`src/rtl/inst_queue.sv`:
```
// Instruction queue between fetch and decode: a DEPTH-entry FIFO of {pc, inst} pairs.
// Define INST_QUEUE_BYTESWAP_EN to byte-reverse instruction words on push.
module inst_queue #(
  parameter int unsigned ADDR_W = 32,
  parameter int unsigned INST_W = 32,
  parameter int unsigned DEPTH  = 4
) (
  input  logic                       clk,
  input  logic                       rst,
  input  logic                       flush,
  input  logic                       in_valid,
  input  logic [ADDR_W-1:0]          in_pc,
  input  logic [INST_W-1:0]          in_inst,
  output logic                       in_ready,
  output logic                       out_valid,
  output logic [ADDR_W-1:0]          out_pc,
  output logic [INST_W-1:0]          out_inst,
  input  logic                       out_ready,
  output logic [$clog2(DEPTH+1)-1:0] count
);

  localparam int unsigned CW = $clog2(DEPTH + 1);
  localparam int unsigned PW = $clog2(DEPTH);
  localparam int unsigned NB = INST_W / 8;

  logic [ADDR_W-1:0] pc_mem   [DEPTH];
  logic [INST_W-1:0] inst_mem [DEPTH];

  logic [PW-1:0] head_q, tail_q;
  logic [CW-1:0] count_q;
  logic [INST_W-1:0] inst_wr;
  logic push, pop;

  // in_ready depends only on registered count, so a pop never frees a slot same-cycle.
  assign in_ready  = (count_q < CW'(DEPTH));
  assign out_valid = (count_q != '0);
  assign push      = in_valid && in_ready;
  assign pop       = out_valid && out_ready;
  assign count     = count_q;

  assign out_pc   = out_valid ? pc_mem[head_q]   : '0;
  assign out_inst = out_valid ? inst_mem[head_q] : '0;

`ifdef INST_QUEUE_BYTESWAP_EN
  // Fetched words are little-endian: byte 0 lands in the most significant byte.
  always_comb begin
    inst_wr = '0;
    for (int unsigned b = 0; b < NB; b++) begin
      inst_wr[8*(NB-1-b) +: 8] = in_inst[8*b +: 8];
    end
  end
`else
  assign inst_wr = in_inst;
`endif

  always_ff @(posedge clk) begin
    if (rst || flush) begin
      head_q  <= '0;
      tail_q  <= '0;
      count_q <= '0;
    end else begin
      if (push) tail_q <= tail_q + PW'(1);
      if (pop)  head_q <= head_q + PW'(1);
      if (push && !pop)      count_q <= count_q + CW'(1);
      else if (pop && !push) count_q <= count_q - CW'(1);
    end
  end

  // Storage carries no reset; entries are only visible once counted.
  always_ff @(posedge clk) begin
    if (push && !rst && !flush) begin
      pc_mem[tail_q]   <= in_pc;
      inst_mem[tail_q] <= inst_wr;
    end
  end

endmodule

```
`config.mk`:
```
export PLATFORM = sky130hd
export DESIGN_NAME = inst_queue
export DESIGN_NICKNAME = d
export VERILOG_FILES = /design/src/rtl/inst_queue.sv
export SDC_FILE = /design/constraint.sdc
export NUM_CORES = 1
export LEC_CHECK = 0
export CAP_MARGIN = 5
export CORE_ASPECT_RATIO = 0.9
export CORE_UTILIZATION = 49
export DETAILED_ROUTE_END_ITERATION = 8
export PLACE_DENSITY_LB_ADDON = 0.05
export SLEW_MARGIN = 20
export SYNTH_ARGS = -nofsm -noshare
export SYNTH_HDL_FRONTEND = slang
export SYNTH_SLANG_ARGS = --single-unit
```
`constraint.sdc`:
```
create_clock -name clk -period 2.8 [get_ports clk]
set_input_delay 0.42 -clock clk [delete_from_list [all_inputs] [get_ports clk]]
set_output_delay 0.42 -clock clk [all_outputs]
set_load 0.1 [all_outputs]
```
==> results of run 1 <==
synthesized netlist by cell type:
master	instances	area [um^2]
o21ai_0	1	5.00
buf_6	1	11.3
inv_1	4	15.0
ha_1	5	62.6
and3_1	4	25.0
o31ai_1	1	7.51
mux2i_1	2	20.0
nor2b_1	1	6.26
nor2_1	8	30.0
buf_12	6	120
a21oi_1	1	5.00
o311ai_0	1	8.76
edfxtp_1	256	7690
mux4_2	60	1350
or3_1	2	12.5
xnor2_1	1	8.76
dfxtp_1	9	180
mux4_1	4	105
clkbuf_2	1	5.00
and2_1	64	400
clkbuf_1	9	33.8
fa_1	1	20.0
xor2_1	4	35.0
or2_2	1	6.26
buf_2	6	30.0
layout make-up:
| cell class | instances | area share, % |
|---|---|---|
| Clock buffer | 29 | 5.00 |
| Clock inverter | 21 | 2.03 |
| Multi-Input combinational cell | 161 | 15.7 |
| Timing Repair Buffer | 162 | 17.1 |
| Sequential cell | 265 | 57.7 |
| Tap cell | 255 | 2.34 |
| Antenna cell | 1 | 0.0183 |
| Inverter | 4 | 0.110 |
flip-flops by register name, summed over array words and instances (netlist names), named ones only:
name / count
count: 3
head_q: 2
inst_mem: 128
pc_mem: 128
tail_q: 2
power by group through the flow:
stage          clock (mW)  combinational [mW]  sequential [mW]
6_report             3.80                2.32             4.43
5_1_grt              4.01                2.39             4.43
4_1_cts              3.87                2.34             4.43
3_5_place_dp            0                2.32             4.52
3_3_place_gp            0                2.30             4.51
2_1_floorplan           0                1.40             4.54
worst max path at each step:
stage | endpoint | slack, ps | startpoint
floorplan | out_inst[22] | 130 | count[0]
global placement | count[2] | 470 | in_valid
detailed placement | count[2] | 410 | in_valid
CTS | out_inst[30] | 120 | flop
global route | out_inst[30] | 100 | flop
finish | out_inst[30] | 170 | flop
per-layer routing:
layer	part of all wire, %	vias up
li1	-	2182
met1	43	2559
met2	50	134
met3	5.0	22
met4	1.7	0
met5	0	-
per-stage QoR:
step	hold slack [ps]	cells	total power [mW]	util, %
6_report	524	898	10.5	67.7
5_1_grt	527	897	10.8	67.7
4_1_cts	505	897	10.6	67.7
3_5_place_dp	526	841	6.83	62.6
3_3_place_gp	513	841	6.81	62.6
2_1_floorplan	485	453	5.93	-
critical path, cell delays in order (launching register included):
cell and delay [ps]:
dfxtp_4 580, buf_4 320, mux4_2 340, and2_2 250, buf_12 170
cells by family (layout without fill, tap and decap cells):
| family | Yosys count | in the layout | share of synthesized area [%] |
|---|---|---|---|
| flip-flops | 265 | 265 | 77.2 |
| AND/OR/NAND/NOR | 80 | 80 | 4.71 |
| multiplexers | 66 | 66 | 14.5 |
| buffers and inverters | 27 | 216 | 2.11 |
| adder cells (fa/ha/maj) | 6 | 6 | 0.810 |
| XOR/XNOR | 5 | 5 | 0.430 |
| AO/OA/AOI/OAI | 4 | 4 | 0.258 |
| other | 0 | 1 | 0 |
==> flow_metrics.tcl, run 1 <==
set metrics [dict create \
    swShare_pct 28.3 \
    hold_viol_final 0 \
    multi_input_area_um2 2140 \
    avgSynthCellArea_um2 22.5 \
    die_w_um 154 \
    cts_sinks 265 \
    met1_usage_pct 26.2 \
    cts_max_level 1 \
    fin_nets 696 \
    drive_above_1_share_pct 33.8 \
    status "finished, final reports clean" \
    clk_pin_slew_ps 70 \
    synth_fp_nets 528 \
    core_um2 20200 \
    nFillCells 1322 \
    grt_busiest_layer "met2" \
    grt_max_degree 35 \
    dpl_cell_area_um2 12600 \
    cts_tree "yes" \
    place.gp.congestion 0.701 \
    place_ws_ps 412 \
    comb_power_share_pct 22.0 \
    ys_types 25 \
    slew_headroom_pct 73.9 \
    antenna_found_initial 1 \
    rows 49 \
    p_clk_share_pct 36.0 \
    post_cts_resize_count 0 \
    final.min_clock_period_ps 2630 \
    power_frac_seq_pct 42.0 \
    cts_made_buffers 27 \
    arrival_ps 2210 \
    hold_path.class "input port to flop" \
    cts_setup_buffers 6 \
    setup_viol 0 \
    grt_pass1_vias 5283 \
    dpl.hpwl_mm 11.9 \
    grtUsageTotal_pct 18.8 \
    register_area_um2 7880 \
    worstHoldStart "in_inst[19]" \
    die_h_um 139 \
    min_path_cells 1 \
    wl_per_cell_um 21.7 \
    fmax_ghz 0.381 \
    clock_skew_ps 12.1 \
    yosysWarnings 0 \
    finalSetupTns_ps 0 \
    cts-root-buf "clkbuf_16" \
    p_sw_mw 2.99 \
    fin_ws_ps 173 \
    worst_slew_pin_slew_ps 387 \
    p_leak_nw 4.51 \
    drc 0 \
    hold_end "inst_mem[0][19]" \
    r2r_end "count[2]" \
    drt_pass1_iterations 6 \
    internal-power_mw 7.56 \
    hold_buffers 0 \
    portBuffers 137 \
    synth_area_um2 10200 \
    rr_worst_depth 7 \
    io_pins 138 \
    final_cell_mix "edfxtp_1 (256), buf_12 (76), clkdlybuf4s50_1 (68)" \
    clkLatencyLatePin_ps 520 \
    cp-end-kind "output port" \
    met3_usage_pct 3.69 \
    drtIter0Drc 239 \
    grtUsageMet2_pct 31.2 \
    timing.final.crit_share_pct 93.8 \
    routed_via_density 5.45 \
    r2r-start "count[0]" \
    cap_violations 0 \
    grt_pass1_wl_mm 30.3 \
    gr-total-overflow 0 \
    via_count 4897 \
    synthCells 453 \
    die-area_um2 21400 \
    fin_area_um2 13700 \
    rsz0062_at_grt "false" \
    yosysSeqAreaShare_pct 77.2 \
    ant_nets 0 \
    cp.required_ps 2380 \
    drv_slew 0 \
    p_per_area_nw_per_um2 772 \
    start_util_pct 50.5 \
    synth_seq_cells 265 \
    routed_wl_mm 19.5 \
    path_class "flop to output port" \
    worst_setup_path_start_kind "flop" \
    final_common_cell "edfxtp_1" \
    vdd_drop_max_mv 0.618 \
    r2r_setup_slack_ps 650 \
    ctsLongestPathBuffers 3 \
    area_growth_pct 34.0 \
    crit_fanout 22 \
]
Power figures use the tool's default switching activity.
==> run 2: changes to the inputs <==
--- a/config.mk
+++ b/config.mk
@@ -7,9 +7,12 @@
 export LEC_CHECK = 0
 export CAP_MARGIN = 5
 export CORE_ASPECT_RATIO = 0.9
+export CORE_MARGIN = 10
 export CORE_UTILIZATION = 49
 export DETAILED_ROUTE_END_ITERATION = 8
+export HOLD_SLACK_MARGIN = 0.1
 export PLACE_DENSITY_LB_ADDON = 0.05
+export SKIP_LAST_GASP = 1
 export SLEW_MARGIN = 20
 export SYNTH_ARGS = -nofsm -noshare
 export SYNTH_HDL_FRONTEND = slang
==> flow_metrics.tcl, run 2 (same netlist as run 1, synthesis figures left out) <==
set metrics [dict create \
    io_pins 138 \
    cts_made_buffers 27 \
    portBuffers 137 \
    p_leak_nw 4.46 \
    place.gp.congestion 0.738 \
    place_ws_ps 385 \
    clock_skew_ps 24.7 \
    arrival_ps 2250 \
    final.min_clock_period_ps 2670 \
    grtUsageTotal_pct 14.9 \
    routed_via_density 5.46 \
    crit_path_frequent_cell "buf_12" \
    die_w_um 172 \
    dpl.hpwl_mm 12.7 \
    critical_path.top_delay_family "multiplexers" \
    wl_per_cell_um 22.3 \
    rsz0062_at_grt "false" \
    path_class "flop to output port" \
    drt_pass1_iterations 4 \
    dpl_cell_area_um2 12600 \
    cp-end-kind "output port" \
    clk_pin_slew_ps 60 \
    cts_sinks 265 \
    worst_slew_pin_slew_ps 488 \
    grt_max_degree 38 \
    drive_above_1_share_pct 33.7 \
    ctsLongestPathBuffers 3 \
    setup_viol 0 \
    r2r_setup_slack_ps 670 \
    vdd_drop_max_mv 0.726 \
    core_um2 20200 \
    cp.required_ps 2380 \
    final_cell_mix "edfxtp_1 (256), buf_12 (72), clkdlybuf4s50_1 (68)" \
    whs_ps 527 \
    hold_path.class "input port to flop" \
    die_h_um 157 \
    status "finished, final reports clean" \
    drc 0 \
    die-area_um2 27000 \
    cp_num_buf_inv 2 \
    drtIter0Drc 260 \
    slew_headroom_pct 67.4 \
    cts-root-buf "clkbuf_16" \
    grt_pass1_vias 5352 \
    hold_viol_final 0 \
    cts_max_level 1 \
    fin_ws_ps 133 \
    gr-total-overflow 0 \
    nFillCells 1336 \
    rows 49 \
    timing.final.crit_share_pct 95.3 \
    cp_slowest_cell "mux4_2" \
    fmax_ghz 0.375 \
    via_count 4926 \
    cts_tree "yes" \
    crit_fanout 22 \
    finalSetupTns_ps 0 \
    slowest_delay_ps 560 \
    area_growth_pct 32.4 \
    clkLatencyLatePin_ps 530 \
    crit_chain "buf_12, mux4_2, and2_2, buf_12" \
    worst_setup_path_start_kind "flop" \
    fin_area_um2 13500 \
    grt_pass1_wl_mm 31.2 \
    ant_nets 0 \
    drv_slew 0 \
    p_per_area_nw_per_um2 748 \
    fin_nets 698 \
    routed_wl_mm 20.1 \
    antenna_found_initial 4 \
    start_util_pct 50.4 \
    cap_violations 0 \
    final_common_cell "edfxtp_1" \
]
-- run 2: changes by cell type in the layout (fill, tap and decap cells not counted), sizes merged --
cell,delta
clkinvlp,-2
bufinv,-4
buf,+2
diode,+2
clkinv,+6
-- run 2: power by group --
part | switching [mW] | total, mW | internal, mW
Combinational | 1.50 | 2.31 | 0.818
Clock | 1.41 | 3.35 | 1.94
Sequential | 0.0259 | 4.43 | 4.40
Total | 2.93 | 10.1 | 7.16
-- run 2: worst paths after layout --
kind	from	endpoint	cells after the start
max	flop	out_inst[29]	4
max reg2reg	count[0]	count[2]	7
min	in_pc[2]	pc_mem[2][2]	1
min reg2reg	count[2]	count[2]	2
-- run 2: per-layer routing --
| layer | part of all wire (%) | routed length [um] | global-route usage (%) |
|---|---|---|---|
| met4 | 1.8 | 371 | 3.73 |
| met3 | 7.0 | 1410 | 4.28 |
| met5 | 0.16 | 32 | 0 |
| met1 | 41 | 8290 | 19.4 |
| met2 | 50 | 9990 | 24.3 |
-- run 2: worst register-to-register path, delay by kind of cell, from the launching register on --
| family | cells | cell delay, ps |
|---|---|---|
| buffers and inverters | 1 | 60 |
| xor gates and xnor gates | 1 | 160 |
| DFF | 1 | 360 |
| AOI/OAI and AO/OA | 2 | 520 |
| and+or+nand+nor | 1 | 310 |
| adders and majority gates | 2 | 650 |
-- run 2: final cells by class --
cell class              instances  area [um^2]  area share, %
clock buffers                  29          683           5.06
well taps                     255          319           2.36
inverters                       4         15.0          0.111
flip-flops and latches        265         7880           58.4
repair buffers                164         2300           17.1
diodes                          3         7.51         0.0556
multi-input cells             161         2140           15.9
clock inverters                21          151           1.12
-- run 2: what timing repair did --
item,4_1_cts,5_1_grt
setup endpoints to repair,0,6
hold buffers,0,0
buffers inserted,0,9
resized for setup,0,0
-- run 2: through the flow --
step	utilization [%]	instances	total power, mW
floorplan	-	453	5.93
global placement	62.2	840	6.82
detailed placement	62.2	840	6.84
CTS	66.3	890	10.2
global route	66.7	900	10.4
finish	66.7	902	10.1
